==> config.mk <==
export PLATFORM = sky130hd
export DESIGN_NAME = feature_fifo_loader_flat
export DESIGN_NICKNAME = d
export VERILOG_FILES = /design/src/rtl/mem_path_pkg.sv /design/src/rtl/feature_fifo_loader_if.sv /design/src/rtl/loader_regfile.sv /design/src/rtl/feature_fifo_loader.sv /design/src/flat_wrapper.sv
export SDC_FILE = /design/constraint.sdc
export NUM_CORES = 1
export LEC_CHECK = 0
export ABC_AREA = 1
export CAP_MARGIN = 20
export CORE_MARGIN = 2
export CORE_UTILIZATION = 64
export DETAILED_ROUTE_END_ITERATION = 12
export PLACE_DENSITY = 0.85
export RECOVER_POWER = 100
export SLEW_MARGIN = 15
export SYNTH_ARGS = -nofsm -noshare
export SYNTH_HDL_FRONTEND = slang
export SYNTH_SLANG_ARGS = --single-unit
==> constraint.sdc <==
create_clock -name clk -period 6.1 [get_ports clk]
set_clock_uncertainty 0.05 [all_clocks]
set_input_delay 1.525 -clock clk [delete_from_list [all_inputs] [get_ports clk]]
set_output_delay 1.525 -clock clk [all_outputs]
set_load 0.05 [all_outputs]
==> src/rtl/mem_path_pkg.sv <==
// Shared definitions for the async-FIFO memory path.
//  - default byte width / feature store geometry
//  - loader FSM state encoding
package mem_path_pkg;

  localparam int DEF_DATA_W = 8;
  localparam int DEF_DEPTH  = 16;
  localparam int DEF_ADDR_W = 4;

  typedef enum logic [1:0] {
    IDLE   = 2'd0,
    STREAM = 2'd1,
    DONE   = 2'd2
  } ld_state_e;

endpackage

==> src/rtl/feature_fifo_loader_if.sv <==
// Host byte bus + FIFO write port + status of the feature FIFO loader.
//  master : host/FIFO side (drives wr_en, wr_data, clr, start, abort, fifo_wfull)
//  slave  : loader side (drives fifo_winc, fifo_wdata, busy, done, count, ovf, sum)
interface feature_fifo_loader_if
  import mem_path_pkg::*;
#(
  parameter int DATA_W = DEF_DATA_W,
  parameter int ADDR_W = DEF_ADDR_W
);
  logic                     wr_en;
  logic [DATA_W-1:0]        wr_data;
  logic                     clr;
  logic                     start;
  logic                     abort;
  logic                     fifo_wfull;
  logic                     fifo_winc;
  logic [DATA_W-1:0]        fifo_wdata;
  logic                     busy;
  logic                     done;
  logic [ADDR_W:0]          count;
  logic                     ovf;
  logic [DATA_W+ADDR_W-1:0] sum;

  modport master (
    output wr_en, wr_data, clr, start, abort, fifo_wfull,
    input  fifo_winc, fifo_wdata, busy, done, count, ovf, sum
  );

  modport slave (
    input  wr_en, wr_data, clr, start, abort, fifo_wfull,
    output fifo_winc, fifo_wdata, busy, done, count, ovf, sum
  );
endinterface

==> src/rtl/loader_regfile.sv <==
// Feature store: DEPTH x DATA_W, synchronous write, asynchronous read.
//  clk    : write clock
//  we     : write enable
//  waddr  : write address
//  wdata  : write data
//  raddr  : read address (stream pointer)
//  rdata  : read data, combinational from raddr
// Contents are not reset.
module loader_regfile
  import mem_path_pkg::*;
#(
  parameter int DATA_W = DEF_DATA_W,
  parameter int DEPTH  = DEF_DEPTH,
  parameter int ADDR_W = DEF_ADDR_W
) (
  input  logic              clk,
  input  logic              we,
  input  logic [ADDR_W-1:0] waddr,
  input  logic [DATA_W-1:0] wdata,
  input  logic [ADDR_W-1:0] raddr,
  output logic [DATA_W-1:0] rdata
);

  logic [DATA_W-1:0] mem [DEPTH];

  always_ff @(posedge clk)
    if (we) mem[waddr] <= wdata;

  assign rdata = mem[raddr];

endmodule

==> src/rtl/feature_fifo_loader.sv <==
// Write-side source stage of the async-FIFO memory path. Bytes from the host
// bus are captured into a local feature store; a start rising edge streams
// them in write order into the FIFO write port, stalling on fifo_wfull.
//  clk, rst_n : write-domain clock, async active-low reset
//  bus        : slave side of feature_fifo_loader_if (host bus, FIFO port,
//               busy/done/count/ovf/sum status)
// Interface instance parameters must match DATA_W/ADDR_W here.
module feature_fifo_loader
  import mem_path_pkg::*;
#(
  parameter int DATA_W = DEF_DATA_W,
  parameter int DEPTH  = DEF_DEPTH,
  parameter int ADDR_W = DEF_ADDR_W
) (
  input  logic                 clk,
  input  logic                 rst_n,
  feature_fifo_loader_if.slave bus
);

  localparam int              SUM_W = DATA_W + ADDR_W;
  localparam logic [ADDR_W:0] FULL  = (ADDR_W+1)'(DEPTH);
  localparam logic [ADDR_W:0] ONE   = (ADDR_W+1)'(1);

  ld_state_e         state;
  logic              start_q;
  logic [ADDR_W:0]   count;
  logic [ADDR_W-1:0] rptr;
  logic              ovf;
  logic [SUM_W-1:0]  sum;
  logic [DATA_W-1:0] rd_data;

  logic start_edge, store_we, push, last;

  assign start_edge = bus.start & ~start_q;
  // abort and clr both block the store write
  assign store_we   = (state == IDLE) & ~bus.abort & ~bus.clr & bus.wr_en & (count != FULL);
  assign push       = (state == STREAM) & ~bus.fifo_wfull;
  assign last       = ({1'b0, rptr} == (count - ONE));

  loader_regfile #(
    .DATA_W (DATA_W),
    .DEPTH  (DEPTH),
    .ADDR_W (ADDR_W)
  ) u_regfile (
    .clk   (clk),
    .we    (store_we),
    .waddr (count[ADDR_W-1:0]),
    .wdata (bus.wr_data),
    .raddr (rptr),
    .rdata (rd_data)
  );

  always_ff @(posedge clk or negedge rst_n) begin
    if (!rst_n) begin
      state   <= IDLE;
      start_q <= 1'b0;
      count   <= '0;
      rptr    <= '0;
      ovf     <= 1'b0;
      sum     <= '0;
    end else begin
      start_q <= bus.start;
      if (bus.abort) begin
        state <= IDLE;
      end else begin
        case (state)
          IDLE: begin
            if (bus.clr) begin
              count <= '0;
              ovf   <= 1'b0;
            end else begin
              if (bus.wr_en) begin
                if (count == FULL) ovf <= 1'b1;
                else               count <= count + ONE;
              end
              if (start_edge) begin
                sum   <= '0;
                rptr  <= '0;
                state <= (count != '0) ? STREAM : DONE;
              end
            end
          end
          STREAM: begin
            if (push) begin
              rptr <= rptr + 1'b1;
              sum  <= sum + SUM_W'(rd_data);
              if (last) state <= DONE;
            end
          end
          DONE:    state <= IDLE;
          default: state <= IDLE;
        endcase
      end
    end
  end

  assign bus.fifo_winc  = push;
  assign bus.fifo_wdata = rd_data;
  assign bus.busy       = (state == STREAM);
  assign bus.done       = (state == DONE);
  assign bus.count      = count;
  assign bus.ovf        = ovf;
  assign bus.sum        = sum;

endmodule

==> src/flat_wrapper.sv <==
// flat-port wrapper written by rule: the top's interface ports become plain ports
module feature_fifo_loader_flat import mem_path_pkg::*;
#(
  parameter int DATA_W = DEF_DATA_W,
  parameter int DEPTH  = DEF_DEPTH,
  parameter int ADDR_W = DEF_ADDR_W
)
  (clk, rst_n, bus_wr_en, bus_wr_data, bus_clr, bus_start, bus_abort, bus_fifo_wfull, bus_fifo_winc, bus_fifo_wdata, bus_busy, bus_done, bus_count, bus_ovf, bus_sum);
  feature_fifo_loader_if #(.DATA_W(DATA_W), .ADDR_W(ADDR_W)) bus_i ();
  input  logic clk;
  input  logic rst_n;
  input wire logic [$bits(bus_i.wr_en)-1:0] bus_wr_en;
  input wire logic [$bits(bus_i.wr_data)-1:0] bus_wr_data;
  input wire logic [$bits(bus_i.clr)-1:0] bus_clr;
  input wire logic [$bits(bus_i.start)-1:0] bus_start;
  input wire logic [$bits(bus_i.abort)-1:0] bus_abort;
  input wire logic [$bits(bus_i.fifo_wfull)-1:0] bus_fifo_wfull;
  output wire logic [$bits(bus_i.fifo_winc)-1:0] bus_fifo_winc;
  output wire logic [$bits(bus_i.fifo_wdata)-1:0] bus_fifo_wdata;
  output wire logic [$bits(bus_i.busy)-1:0] bus_busy;
  output wire logic [$bits(bus_i.done)-1:0] bus_done;
  output wire logic [$bits(bus_i.count)-1:0] bus_count;
  output wire logic [$bits(bus_i.ovf)-1:0] bus_ovf;
  output wire logic [$bits(bus_i.sum)-1:0] bus_sum;
  assign bus_i.wr_en = bus_wr_en;
  assign bus_i.wr_data = bus_wr_data;
  assign bus_i.clr = bus_clr;
  assign bus_i.start = bus_start;
  assign bus_i.abort = bus_abort;
  assign bus_i.fifo_wfull = bus_fifo_wfull;
  assign bus_fifo_winc = bus_i.fifo_winc;
  assign bus_fifo_wdata = bus_i.fifo_wdata;
  assign bus_busy = bus_i.busy;
  assign bus_done = bus_i.done;
  assign bus_count = bus_i.count;
  assign bus_ovf = bus_i.ovf;
  assign bus_sum = bus_i.sum;
  feature_fifo_loader #(.DATA_W(DATA_W), .DEPTH(DEPTH), .ADDR_W(ADDR_W)) u_core (.clk(clk), .rst_n(rst_n), .bus(bus_i));
endmodule
---- After elaboration in Yosys (flattened, before gate mapping) ----
Memory sizes are Yosys's and may differ from the RTL's.
Index checks and enable logic that the tools add are counted.
storage, ports and cells
  bits in writable memories ............... 128
  memories ................................ 1
  output and inout port bits .............. 29
  register bits after elaboration ......... 25
  input port bits ......................... 15
memory list
  memory                depth  width  rd ports  clocked after memory_dff  wr ports  RTL line              text
  u_core.u_regfile.mem  16     8      1         0                         1         loader_regfile.sv:24  logic [DATA_W-1:0] mem [DEPTH];
operators by class
  equality and inequality tests ........... 13
  add/subtract/negate cells ............... 4
  muxes and demuxes ....................... 23
  bitwise operators ....................... 10
  reductions and logical operators ........ 9
operators by type and width
  kind                                                                 number
  12-bit 2-to-1 mux                                                    3
  12-bit case mux with 2 select lines                                  1
  5-bit 2-to-1 mux                                                     3
  12-bit by 8-bit adder with 12-bit output                             1
  2-bit 2-to-1 mux                                                     6
  4-bit 2-to-1 mux                                                     3
  4-bit AND reduction                                                  3
  4-bit case mux with 2 select lines                                   1
  1-bit bitwise AND                                                    6
  2-bit != test (second input constant)                                3
  3-bit by 2-bit != test with 1-bit output (second input constant)     2
  3-bit != test (second input constant)                                2
  2-bit nonzero test                                                   3
  5-bit by 1-bit adder with 5-bit output (second input constant)       1
  4-bit by 5-bit == test with 1-bit output                             1
  5-bit == test (second input constant)                                1
  1-bit 2-to-1 mux                                                     5
  5-bit != test (second input constant)                                1
  5-bit AND reduction                                                  1
  5-bit nonzero test                                                   1
  5-bit by 1-bit subtractor with 5-bit output (second input constant)  1
  4-bit by 1-bit adder with 4-bit output (second input constant)       1
  1-bit NOT                                                            4
  2-bit case mux with 2 select lines                                   1
  4 further kinds                                                      4

---- Logic depth before layout (Yosys ltp) ----
  word-level depth ........................ 7
  depth in mapped cells ................... 18
  depth with buffers taken out ............ 17

---- By module ----
A second synthesis with hierarchy kept.
unflattened totals
  cell total of the unflattened synthesis .. 781
  area total of the unflattened synthesis .. 7320.8 um^2
modules (own cells, without submodules)
  module               instances  seq. area each (um^2)  area an instance (um^2)  cells an instance
  loader_regfile       1          3843.7                 5606.6                   543
  feature_fifo_loader  1          625.6                  1714.1                   238

---- Worst setup path before layout ----
Ideal clock, no wire load.
  path type ............................... input to output
  start ................................... input port bus_fifo_wfull
  end ..................................... output port bus_fifo_winc
  stages on the path ...................... 1
  setup slack ............................. 2.346 ns
  path buffers ............................ 0
  arrival ................................. 2.179 ns
  cell sequence ........................... nor2_1
between the ends
  cells in the longest elaborated chain, start to end .. 2
RTL lines
  item               RTL line                   text
  from (decl)        flat_wrapper.sv:17         input wire logic [$bits(bus_i.fifo_wfull)-1:0] bus_fifo_wfull;
  1-bit NOT          feature_fifo_loader.sv:37  assign push = (state == STREAM) & ~bus.fifo_wfull;
  1-bit bitwise AND  feature_fifo_loader.sv:37
  to (decl)          flat_wrapper.sv:18         output wire logic [$bits(bus_i.fifo_winc)-1:0] bus_fifo_winc;
No other way between the ends.

---- Worst setup path after layout ----
  start ................................... register u_core.rptr[2]
  end ..................................... output port bus_fifo_wdata[2]
between the ends
  cells in the longest elaborated chain, start to end .. 1
RTL lines
  item                    RTL line                   text
  from (decl)             feature_fifo_loader.sv:27  logic [ADDR_W-1:0] rptr;
  from (signal assigned)  feature_fifo_loader.sv:85  rptr <= rptr + 1'b1;
  memory 16 x 8 bit       n/a
  to (decl)               flat_wrapper.sv:19         output wire logic [$bits(bus_i.fifo_wdata)-1:0] bus_fifo_wdata;
No other way between the ends.

==> summary.md <==
| Metric | Value |
|---|---|
| FF-to-FF path depth | 13 |
| WP buf/inv | 2 |
| Via count | 5211 |
| Synth top area cells | edfxtp_1 56%, dfrtp_1 9.1%, nor2_1 6.8% |
| CTS H-Tree Depth | 4 |
| Critical path depth in cells | 5 |
| Crit path time final | approximately 5400 ps |
| CTS tree | done |
| Reg clk slew, reported paths | ~70 ps |
| RSZ-0062 raised after global routing | false |
| Post-cts resize count | 0 |
| Vias per cell | between 6 and 7 |
| Pin count of the biggest net entering global routing | between 60 and 70 |
| Antenna cells | 0 |
| Clock sinks | 153 |
| Cells after DPL | ~790 |
| Initial Util | 66.2% |
| CP startpoint | u_core.rptr[2] |
| First-pass GRT wire length | roughly 26 mm |
| Core ar. | between 10000 and 15000 sq um |
| Number of synthesized flops with an enable pin | 128 |
| Std cell rows | 37 |
| Root Buffer | clkbuf_8 |
| CTS buffer count | 17 |
| R2r setup slk | ~2400 ps |
| Max Freq | 186 MHz |
| Max-slew violation count | 0 |
| Synth top area share | 56.0% |
| Startpoint Class | flip-flop |
| CP delay by family, top | buffers and inverters |
| Detail Route Antenna Nets | 0 |
| WL final | between 15 and 20 mm |
| Fin crit share | 88.0% |
| Synth Register Bits | between 150 and 200 |
| Synth area leader | edfxtp_1 |
| Post-CTS setup buffer count | 0 |
| Ys flop type | edfxtp_1 |
| Crit-path cells | clkinv_1, o211ai_1, nand3_1, nand2_1, dlygate4sd3_1 |
| DRT Pass-1 Iters | 5 |
| DPL Wire Length | 10.9 mm |
| Hold crit path type | reg -> reg |
| Mapped Avg Cell Area | 10.8 sq um |
| Synthesis Warnings | 0 |
| Nets | between 700 and 800 |
| Crit Reg-Reg Startpoint | u_core.rptr[2] |
| Worst Max-Slew Pin Slew | ~1500 ps |
| CTS Buffer Depth | 2 |
| Cell with the largest stage delay on the worst path | dlygate4sd3_1 |
| Pwr Total | about 4.0 mW |
| Cts hold-fix bufs | 0 |
| CP Class | reg -> out |
| Max VDD drop | approximately 0.56 mV |
| Crit path to | bus_fifo_wdata[2] |
| TNS Setup | 0 ps |
| Overall die area | roughly 12000 sq um |
| DRT iter0 DRCs | about 800 |
| DRC | 0 |
| Register area share after synthesis | 65.1% |
| IO buf count | 43 |
| Post-Synthesis Cells | ~630 |
| MaxCap Viol Count | 0 |
| Worst slew margin | between 1.5 and 2% |
| Required time worst endpoint | 4530 ps |
| GRT overflow | 0 |
| Outcome | completed |
| Die Wd | around 110 microns |
| Leak Pwr | 3.01 nW |
| CP Data Arrival Time | about 3800 ps |
| Vias in the first global route | between 4000 and 5000 |
| CP Max Fanout | 20 |
| Share of cells above drive strength 1 | between 6 and 7% |
| Max stage delay on crit path | between 800 and 900 ps |
| Initial antenna violation count | 0 |
| Synth Cell Area | slightly below 7000 sq um |
| Fraction of registers with async set/reset | around 16% |
| I/O pin count | 44 |
| Routed length per instance | ~21 microns |
| Layout area overhead | 15.4% |
| Synth cell count leaders | 128 x edfxtp_1, 125 x nor2_1, 88 x nand2_1, 60 x o21ai_0, 38 x nand3_1 |
| Crit path capture type | output pin |
| Clk_lat worst skew | about 530 ps |
| Final Core Density | 76.5% |
| Most frequent cell after synthesis | edfxtp_1 |
| Final setup vio count | 0 |
| Final hold vios | 0 |
| Reg2reg end | u_core.bus.sum[6] |
| Mapped Nets | approximately 660 |
| Tot GR Track Use | between 30 and 40% |
| Routability Congestion | between 0.9 and 1 |
| Layout Cells excl Fill | a little over 800 |
| Yosys cell types | 36 |
| Die height | ~110 microns |
| Power Dens Cells | approximately 500 nW/um^2 |
worst min path at each step:
stage	start	to	slack [ps]	depth (start not counted)
2_1_floorplan	u_core.rptr[1]	u_core.rptr[1]	510	3
3_3_place_gp	u_core.bus.sum[4]	u_core.bus.sum[4]	440	2
3_5_place_dp	u_core.bus.sum[3]	u_core.bus.sum[3]	470	2
4_1_cts	u_core.bus.sum[3]	u_core.bus.sum[3]	480	2
5_1_grt	u_core.bus.sum[2]	u_core.bus.sum[2]	510	2
6_report	u_core.bus.sum[3]	u_core.bus.sum[3]	470	2
layout by cell type, fill, tap and decap left out, types with 2 or more instances in the layout:
cell             instances
edfxtp_1               128
nor2_1                 126
nand2_1                 93
o21ai_0                 62
dlygate4sd3_1           40
nand3_1                 38
inv_1                   31
dfrtp_1                 25
o211ai_1                22
clkbuf_16               16
a21oi_1                 14
ha_1                    13
o21ai_1                 11
o221ai_1                10
nand4_1                  5
inv_6                    5
inv_2                    4
nor2_2                   4
xor2_1                   4
o31ai_1                  3
inv_8                    3
clkdlybuf4s50_1          3
buf_4                    3
clkinv_1                 2
a22o_1                   2
bufinv_16                2
clkinv_4                 2
clkbuf_1                 2
layer usage:
layer,up-vias,track usage [%],wire length [microns]
li1,2317,-,-
met1,2457,40.7,6230
met2,381,50.6,8590
met3,56,6.30,1890
met4,0,14.4,731
met5,-,0,0
cell type report:
cell class	count	area [sq um]
Clock buffer	17	414
Sequential cell	153	4470
Fill cell	623	2440
Multi-Input combinational cell	415	2080
Inverter	36	135
Clock inverter	15	183
Tap cell	136	170
Timing Repair Buffer	49	480
state kept, by name, summed over array words and instances, names as in the netlist:
name                  count
u_core.bus.count          5
u_core.rptr               4
u_core.start_q            1
u_core.state              2
u_core.bus.ovf            1
u_core.u_regfile.mem    128
u_core.bus.sum           12
kinds of logic (layout without fill, tap and decap cells):
kind of cell / count (synthesis) / after routing / synth area share [%]
DFF: 153 / 153 / 65.1
buffers and inverters: 66 / 117 / 4.26
and+or+nand+nor: 270 / 270 / 16.3
adders and majority gates: 14 / 14 / 2.66
AOI/OAI and AO/OA: 126 / 126 / 11.1
xor gates and xnor gates: 5 / 5 / 0.637
power breakdown:
group | total [mW] | leakage, nW | internal [mW] | switching, mW
clock | 1.06 | 0.290 | 0.601 | 0.458
combinational | 1.69 | 1.23 | 0.483 | 1.21
sequential | 1.30 | 1.48 | 1.20 | 0.0972
tightest hold or removal path, stage by stage, from the launching register on:
cell	delay [ps]
dfrtp_1	370
nand2_1	60
nand2_1	50
per-stage QoR:
step                instance area [sq um]  setup WS, ps  hold WS [ps]
CTS                                  7950           896           484
global route                         7930           689           507
global placement                     7350          1570           444
floorplan                            6870          2350           515
finish                               7930           733           470
detailed placement                   7350          1550           467
No activity file was read; power rests on OpenSTA's default activity.
